**src/rtl/uart_rx.sv**
```systemverilog
// uart_rx: 8N1 serial receiver with a one-entry output holding register.
//
// Ports:
//   clk        system clock; all logic on the rising edge
//   rst        synchronous active-high reset
//   rx         asynchronous serial line (idle high, LSB first)
//   rx_data    received byte; stable while rx_valid is high
//   rx_valid   byte available; held until accepted
//   rx_ready   consumer accepts rx_data when rx_valid && rx_ready
//   frame_err  one-cycle pulse after a low stop bit
//   overrun    one-cycle pulse when a completed byte is dropped
//   busy       high whenever the receiver is not idle
module uart_rx #(
   parameter int unsigned CLK_FREQ = 50_000_000,
   parameter int unsigned BAUD     = 115200
) (
   input  logic       clk,
   input  logic       rst,
   input  logic       rx,
   output logic [7:0] rx_data,
   output logic       rx_valid,
   input  logic       rx_ready,
   output logic       frame_err,
   output logic       overrun,
   output logic       busy
);

   localparam int unsigned CPB  = CLK_FREQ / BAUD;
   localparam int unsigned HALF = CPB / 2;
   localparam int unsigned CW   = (CPB > 2) ? $clog2(CPB) : 1;

   localparam logic [CW-1:0] HALF_M1 = CW'(HALF - 1);
   localparam logic [CW-1:0] CPB_M1  = CW'(CPB - 1);

   typedef enum logic [2:0] {
      IDLE,
      START,
      DATA,
      STOP,
      WAIT_HIGH
   } state_t;

   state_t        state;
   logic          sync1;
   logic          rx_s;
   logic          rx_prev;
   logic [CW-1:0] cnt;
   logic [2:0]    bitn;
   logic [7:0]    shreg;
   // Stop-sample results, acted on one cycle later by the output stage.
   logic          done_ok;
   logic          done_bad;

   // Synchronizer, frame FSM and output holding register.
   always_ff @(posedge clk) begin
      if (rst) begin
         sync1     <= 1'b1;
         rx_s      <= 1'b1;
         rx_prev   <= 1'b1;
         state     <= IDLE;
         cnt       <= '0;
         bitn      <= '0;
         shreg     <= '0;
         done_ok   <= 1'b0;
         done_bad  <= 1'b0;
         rx_data   <= 8'h00;
         rx_valid  <= 1'b0;
         frame_err <= 1'b0;
         overrun   <= 1'b0;
         busy      <= 1'b0;
      end else begin
         sync1     <= rx;
         rx_s      <= sync1;
         rx_prev   <= rx_s;
         done_ok   <= 1'b0;
         done_bad  <= 1'b0;
         frame_err <= done_bad;
         overrun   <= 1'b0;

         // A completing byte wins over a plain accept; an accept on the
         // same edge frees the slot so the new byte replaces the old one.
         if (done_ok) begin
            if (!rx_valid || rx_ready) begin
               rx_data  <= shreg;
               rx_valid <= 1'b1;
            end else begin
               overrun <= 1'b1;
            end
         end else if (rx_valid && rx_ready) begin
            rx_valid <= 1'b0;
         end

         case (state)
            IDLE: begin
               if (!rx_s && rx_prev) begin
                  state <= START;
                  cnt   <= '0;
                  bitn  <= '0;
                  busy  <= 1'b1;
               end
            end

            // Mid-start-bit check rejects short glitches silently.
            START: begin
               if (cnt == HALF_M1) begin
                  cnt <= '0;
                  if (!rx_s) begin
                     state <= DATA;
                  end else begin
                     state <= IDLE;
                     busy  <= 1'b0;
                  end
               end else begin
                  cnt <= cnt + CW'(1);
               end
            end

            DATA: begin
               if (cnt == CPB_M1) begin
                  cnt   <= '0;
                  shreg <= {rx_s, shreg[7:1]};
                  bitn  <= bitn + 3'd1;
                  if (bitn == 3'd7) begin
                     state <= STOP;
                  end
               end else begin
                  cnt <= cnt + CW'(1);
               end
            end

            // Re-arm straight into IDLE so back-to-back frames are caught.
            STOP: begin
               if (cnt == CPB_M1) begin
                  cnt <= '0;
                  if (rx_s) begin
                     done_ok <= 1'b1;
                     state   <= IDLE;
                     busy    <= 1'b0;
                  end else begin
                     done_bad <= 1'b1;
                     state    <= WAIT_HIGH;
                  end
               end else begin
                  cnt <= cnt + CW'(1);
               end
            end

            // Swallow a break so it reports a single framing error.
            WAIT_HIGH: begin
               if (rx_s) begin
                  state <= IDLE;
                  busy  <= 1'b0;
               end
            end

            default: begin
               state <= IDLE;
               busy  <= 1'b0;
            end
         endcase
      end
   end

endmodule

```
**config.mk**
```make
export PLATFORM = sky130hd
export DESIGN_NAME = uart_rx
export DESIGN_NICKNAME = d
export VERILOG_FILES = /design/src/rtl/uart_rx.sv
export SDC_FILE = /design/constraint.sdc
export NUM_CORES = 1
export LEC_CHECK = 0
export ABC_AREA = 1
export BUFFER_PORTS_ARGS = -buffer_cell sky130_fd_sc_hd__buf_2
export CORE_UTILIZATION = 29
export CTS_BUF_LIST = sky130_fd_sc_hd__clkbuf_8
export DETAILED_ROUTE_END_ITERATION = 16
export GPL_ROUTABILITY_DRIVEN = 0
export HOLD_SLACK_MARGIN = 0.15
export PLACE_DENSITY = 0.56
export SYNTH_ARGS = -nofsm -noshare
export SYNTH_HDL_FRONTEND = slang
export SYNTH_SLANG_ARGS = --single-unit
```
**constraint.sdc**
```tcl
create_clock -name clk -period 1.6 [get_ports clk]
set_clock_uncertainty 0.1 [all_clocks]
set_input_delay 0.24 -clock clk [delete_from_list [all_inputs] [get_ports clk]]
set_output_delay 0.24 -clock clk [all_outputs]
set_load 0.005 [all_outputs]
```
==> results.py, run 1 <==
metrics = {
    "die": {
        "chipHeight_um": 82.3,
        "die_x_um": 82.3,
        "rows": 28,
        "start_util": 0.309,
        "core_um2": 6060,
        "pin_count": 16,
        "die_area_um2": 6770,
    },
    "worst_setup_path": {
        "endpoint_kind": "flop",
        "regToRegStartpoint": "cnt[1]$_SDFFE_PP0P_",
        "crit_required_ns": 1.74,
        "critical_path.startpoint_type": "flop",
        "path_class": "reg -> reg",
        "cp.arrival_ns": 1.68,
        "r2r-end": "bitn[2]$_SDFFE_PP0P_",
        "regToRegSetupSlack_ns": 0.06,
        "rr_worst_depth": 10,
        "worstPathMaxFanout": 9,
    },
    "routing": {
        "dr.pass1.iters": 4,
        "first_iter_violations": 68,
        "wl_per_cell_um": 11.0,
        "drc": 0,
        "routed_wl_mm": 3.97,
        "drt-vias-per-instance": 4.42,
        "vias": 1596,
        "ant_nets": 0,
    },
    "clock_network": {
        "cts_sinks": 40,
        "h-tree-depth": 2,
        "cts_root_buf": "clkbuf_8",
        "clockBufferDepth": 2,
        "numCtsBuffers": 5,
        "cts.clk_slew.worst_paths_ns": 0.09,
        "cts_tree": "built",
        "clk_latency_ns": 0.29,
    },
    "place": {
        "place_worst_setup_slack_ns": 0.0256,
        "io_buffers": 15,
        "hpwlAfterDp_mm": 2.91,
    },
    "yosys": {
        "synthDistinctLibCells": 33,
        "synth.top_cells.by_count": "40 x dfxtp_1, 40 x nand2_1, 33 x nor2_1",
        "syn_inst": 249,
        "synthesis.area_um2": 1870,
        "synth_flop_cell": "dfxtp_1",
        "synth_top_cell_by_area": "dfxtp_1",
        "synth_warnings": 0,
        "synth_seq_cells": 40,
        "synth_edf_count": 0,
        "synth_top_area_frac": 0.428,
        "yosysSeqAreaShare": 0.428,
        "synthTopCellsByArea": "dfxtp_1 43%, nand2_1 8.0%, nor2_1 6.6%",
        "async_reset_ff_frac": 0,
        "syn_area_per_cell_um2": 7.51,
        "syn_nets": 258,
    },
    "pwr": {
        "pwr-share-seq": 0.392,
        "p_int_uw": 1890,
        "power.switching_uw": 1020,
        "p_comb_frac": 0.316,
        "ir_drop_mv": 0.539,
        "swShare": 0.352,
        "p_leak_uw": 0.00109,
        "p_clk_frac": 0.291,
        "cellPowerDensity_nw_per_um2": 1220,
    },
    "sta": {
        "rsz0062_at_grt": "yes",
        "tns_ns": 0,
        "post-route-period-util": 0.963,
        "finalMaxSlewViolations": 0,
        "finalSetupViolCount": 0,
        "fin_ws_ns": 0.0588,
        "max_freq_ghz": 0.649,
        "tightest_slew_ns": 0.353,
        "maxSlewHeadroom": 0.764,
        "period_minus_slack_ns": 1.54,
        "hold_viol": 0,
    },
    "worst_hold_path": {
        "min_path_type": "in -> reg",
        "min_to": "bitn[2]$_SDFFE_PP0P_",
        "holdCritStartpoint": "rst",
        "hold_depth": 3,
    },
    "layout": {
        "layout-drive-gt1-share": 0.322,
        "area_growth_pct": 27.2,
        "fillers": 645,
        "antennaDiodeCount": 0,
        "nets": 294,
    },
    "global_routing": {
        "grt_max_degree": 27,
        "gr-total-overflow": 0,
        "grt_pass1_vias": 1450,
        "grt_pass1_wl_mm": 6.62,
        "antenna_found_initial": 0,
        "track_usage": 0.128,
    },
    "outcome": {
        "status": "complete, no violations",
    },
    "flow_run": {
        "maxCapViolations": 0,
    },
}
sequential cells by signal, summed over array words and instances, names as in the netlist:
signal,cells
rx_data,8
cnt,9
overrun,1
busy,1
rx_valid,1
rx_prev,1
sync1,1
rx_s,1
frame_err,1
shreg,8
done_bad,1
bitn,3
state,3
done_ok,1
what timing repair did:
item                                    CTS  global route
hold endpoints to repair                  3             0
setup buffers                             0             6
hold buffers                              2             0
gates resized for setup                   0            36
endpoints found under the setup margin    0            24
cell families (layout without fill, tap and decap cells):
group,count (synthesis),count (layout),share of synthesized area
AOI/OAI and AO/OA,42,42,0.122
xor gates and xnor gates,4,4,0.0187
adders and majority gates,5,5,0.0334
buffers and inverters,39,76,0.0876
DFF,40,40,0.428
and+or+nand+nor,119,119,0.310
how the worst max path moves through the flow:
stage / from / to / cells past startpoint
2_1_floorplan: cnt[1]$_SDFFE_PP0P_ / cnt[2]$_SDFFE_PP0P_ / 11
3_3_place_gp: cnt[0]$_SDFFE_PP0P_ / busy$_SDFFE_PP0P_ / 9
3_5_place_dp: cnt[1]$_SDFFE_PP0P_ / bitn[2]$_SDFFE_PP0P_ / 10
4_1_cts: cnt[0]$_SDFFE_PP0P_ / cnt[7]$_SDFFE_PP0P_ / 11
5_1_grt: cnt[1]$_SDFFE_PP0P_ / shreg[5]$_SDFFE_PP0P_ / 9
6_report: cnt[1]$_SDFFE_PP0P_ / bitn[2]$_SDFFE_PP0P_ / 10
placed cells by master (no fill, tap or decap), types with 3 or more instances in the layout:
cell      instances
a21oi_1          15
buf_2            15
buf_4            15
clkbuf_8          5
dfxtp_1          36
dfxtp_2           3
ha_1              3
inv_1            24
inv_2             8
nand2_1          32
nand2_2          11
nand2_4           5
nand3_1          17
nand3_2           3
nand4_1           3
nor2_1           32
nor2_2            3
nor2_4            5
nor3_1            3
o21ai_0          10
o21ai_1           8
xor2_1            3
worst max-delay path, cell delays in order, from the launching register on:
cell and delay (ns):
dfxtp_2 0.34, inv_2 0.08, ha_4 0.14, nand2_4 0.05, nor2_4 0.13, nand2_4 0.10, nor2_4 0.22, inv_4 0.09
nand2_4 0.07, nand3_2 0.07, a21oi_2 0.10
per-layer routing:
metal  wire length (um)  global-route usage
met1               2080               0.178
met2               1730               0.196
met3                134              0.0341
met4                 29              0.0316
met5                  0                   0
power groups by stage:
stage                     Combinational (uW)  Sequential [uW]  Clock, uW
after CTS                                801             1120        871
after global routing                    1040             1150        914
final                                    921             1140        848
after floorplan                          592             1130          0
after global placement                   799             1140          0
after detailed placement                 796             1140          0
layout make-up:
cell class	instances	area, um2	share of cell area
Multi-Input combinational cell	170	1000	0.420
Inverter	34	131	0.0552
Clock inverter	3	46.3	0.0195
Timing Repair Buffer	34	230	0.0968
Clock buffer	5	68.8	0.0289
Sequential cell	40	808	0.340
Tap cell	75	93.8	0.0395
per-stage QoR:
step / power [uW] / utilization / instance area, um2 / hold slack (ns) / std cells
global placement: 1940 / 0.344 / 2090 / 0.298 / 345
CTS: 2790 / 0.367 / 2220 / 0.215 / 355
detailed placement: 1940 / 0.344 / 2090 / 0.296 / 345
floorplan: 1720 / - / 1870 / 0.244 / 249
global route: 3110 / 0.392 / 2380 / 0.207 / 361
finish: 2910 / 0.392 / 2380 / 0.213 / 361
Note: power is estimated with default switching activity, not from simulation.
==> inputs of run 2 (changes only) <==
--- a/config.mk
+++ b/config.mk
@@ -7,12 +7,12 @@
 export LEC_CHECK = 0
 export ABC_AREA = 1
 export BUFFER_PORTS_ARGS = -buffer_cell sky130_fd_sc_hd__buf_2
-export CORE_UTILIZATION = 29
+export CORE_UTILIZATION = 61
 export CTS_BUF_LIST = sky130_fd_sc_hd__clkbuf_8
 export DETAILED_ROUTE_END_ITERATION = 16
 export GPL_ROUTABILITY_DRIVEN = 0
 export HOLD_SLACK_MARGIN = 0.15
-export PLACE_DENSITY = 0.56
+export PLACE_DENSITY = 0.92
 export SYNTH_ARGS = -nofsm -noshare
 export SYNTH_HDL_FRONTEND = slang
 export SYNTH_SLANG_ARGS = --single-unit
==> results.py, run 2 (synthesized netlist as in run 1, its figures left out) <==
metrics = {
    "layout": {
        "fillers": 193,
        "largest_reg_flops": 9,
        "reg_top3": "cnt x9, rx_data x8, shreg x8",
        "area_growth_pct": 17.0,
        "layout-drive-gt1-share": 0.264,
        "top_register": "cnt",
        "nets": 285,
        "final_cell_mix": "37 x dfxtp_1, 34 x nand2_1, 31 x nor2_1, 26 x inv_1, 19 x nand3_1",
        "final-seq-area_um2": 807,
        "antennaDiodeCount": 0,
        "multiInputGateArea_um2": 950,
        "final_util": 0.774,
        "layout_commonest_cell": "dfxtp_1",
    },
    "routing": {
        "ant_nets": 0,
        "dr.pass1.iters": 5,
        "wl_per_cell_um": 13.5,
        "routed_wl_mm": 4.15,
        "drc": 0,
        "vias": 1713,
        "drt-vias-per-instance": 5.58,
        "first_iter_violations": 161,
    },
    "flow_run": {
        "maxCapViolations": 0,
    },
    "sta": {
        "max_freq_ghz": 0.631,
        "finalMaxSlewViolations": 0,
        "tns_ns": 0,
        "post-route-period-util": 0.991,
        "period_minus_slack_ns": 1.58,
        "rsz0062_at_grt": "yes",
        "tightest_slew_ns": 0.327,
        "hold_viol": 0,
        "maxSlewHeadroom": 0.781,
        "finalSetupViolCount": 0,
    },
    "clock_network": {
        "h-tree-depth": 2,
        "clk_latency_ns": 0.30,
        "cts.clk_slew.worst_paths_ns": 0.08,
        "numCtsBuffers": 5,
        "cts_tree": "built",
        "clockBufferDepth": 2,
        "cts_sinks": 40,
        "cts_root_buf": "clkbuf_8",
    },
    "worst_setup_path": {
        "endpoint_kind": "flop",
        "slowest_stage": "dfxtp_4",
        "cp_slowest_stage_delay_ns": 0.37,
        "critical_path.startpoint_type": "flop",
        "cp.arrival_ns": 1.68,
        "worstPathMaxFanout": 5,
        "cp_cell_sequence": "inv_1 > ha_1 > nand2_1 > nor2_2 > nand2_2 > buf_4 > nand3_1 > o211ai_1 > nand2_1 > inv_1",
        "cp_num_cells": 10,
        "rr_worst_depth": 10,
        "path_buf_inv": 3,
        "crit_family": "simple AND/OR/NAND/NOR gates",
        "path_class": "reg -> reg",
        "crit_required_ns": 1.70,
    },
    "die": {
        "die_area_um2": 3290,
        "die_x_um": 57.4,
        "chipHeight_um": 57.4,
        "start_util": 0.661,
        "rows": 19,
        "core_um2": 2830,
        "pin_count": 16,
    },
    "place": {
        "hpwlAfterDp_mm": 2.75,
        "io_buffers": 15,
    },
    "global_routing": {
        "gr-total-overflow": 0,
        "grt_pass1_vias": 1475,
        "track_usage": 0.266,
        "grt_max_degree": 27,
        "antenna_found_initial": 0,
        "grt_pass1_wl_mm": 6.55,
    },
    "pwr": {
        "p_leak_uw": 0.00103,
        "p_clk_frac": 0.250,
        "swShare": 0.375,
        "cellPowerDensity_nw_per_um2": 1180,
        "power.switching_uw": 972,
        "pwr-share-seq": 0.437,
        "p_comb_frac": 0.313,
        "ir_drop_mv": 0.804,
        "p_int_uw": 1620,
    },
    "worst_hold_path": {
        "hold_depth": 2,
        "min_path_type": "in -> reg",
    },
    "outcome": {
        "status": "complete, no violations",
    },
}
[run 2: metal layers]
layer / GRT usage / wire length, um / part of all wire
met1: 0.335 / 1800 / 0.43
met2: 0.427 / 1990 / 0.48
met3: 0.0748 / 282 / 0.068
met4: 0.115 / 85 / 0.020
met5: 0 / 0 / 0
[run 2: stage by stage]
| step | power, uW | instance area, um2 | std cells | hold slack (ns) | worst slack [ns] |
|---|---|---|---|---|---|
| after floorplan | 1720 | 1870 | 249 | 0.244 | 0.198 |
| final | 2590 | 2190 | 307 | 0.199 | 0.0151 |
| after global placement | 1850 | 2010 | 295 | 0.291 | 0.0230 |
| after global routing | 2720 | 2190 | 307 | 0.207 | -0.0725 |
| after CTS | 2540 | 2120 | 304 | 0.190 | 0.0221 |
| after detailed placement | 1880 | 2010 | 295 | 0.292 | -0.0554 |
[run 2: path summary, 6_finish.rpt]
path	slack, ns	from	endpoint
worst max-delay path	0.02	cnt[0]$_SDFFE_PP0P_	cnt[4]$_SDFFE_PP0P_
worst min-delay path	0.20	rst	frame_err$_SDFF_PP0_
worst max register to register	0.02	cnt[0]$_SDFFE_PP0P_	cnt[4]$_SDFFE_PP0P_
worst min register to register	0.30	done_bad$_SDFF_PP0_	frame_err$_SDFF_PP0_
[run 2: area by class of cell]
class | instances | share of cell area
flip-flops and latches | 40 | 0.369
multi-input cells | 170 | 0.434
clock inverters | 2 | 0.00572
inverters | 34 | 0.0600
well taps | 31 | 0.0177
clock buffers | 5 | 0.0314
repair buffers | 25 | 0.0823
[run 2: power by group through the flow]
| stage | sequential, uW | clock (uW) | combinational [uW] |
|---|---|---|---|
| after floorplan | 1130 | 0 | 592 |
| after global routing | 1140 | 696 | 882 |
| after detailed placement | 1140 | 0 | 740 |
| final | 1130 | 649 | 811 |
| after CTS | 1120 | 658 | 760 |
| after global placement | 1140 | 0 | 713 |
[run 2: worst register-to-register path, cell delays in order, from the launching register on]
cell and delay, ns:
dfxtp_4 0.37, inv_1 0.09, ha_1 0.18, nand2_1 0.07, nor2_2 0.10, nand2_2 0.10, buf_4 0.15, nand3_1 0.07
o211ai_1 0.11, nand2_1 0.11, inv_1 0.04
[run 2: repair_timing]
item,CTS,global route
hold buffers,2,0
hold endpoints to repair,3,0
endpoints found under the setup margin,3,15
gates resized for setup,4,17
pin swaps,0,4
setup buffers,0,3
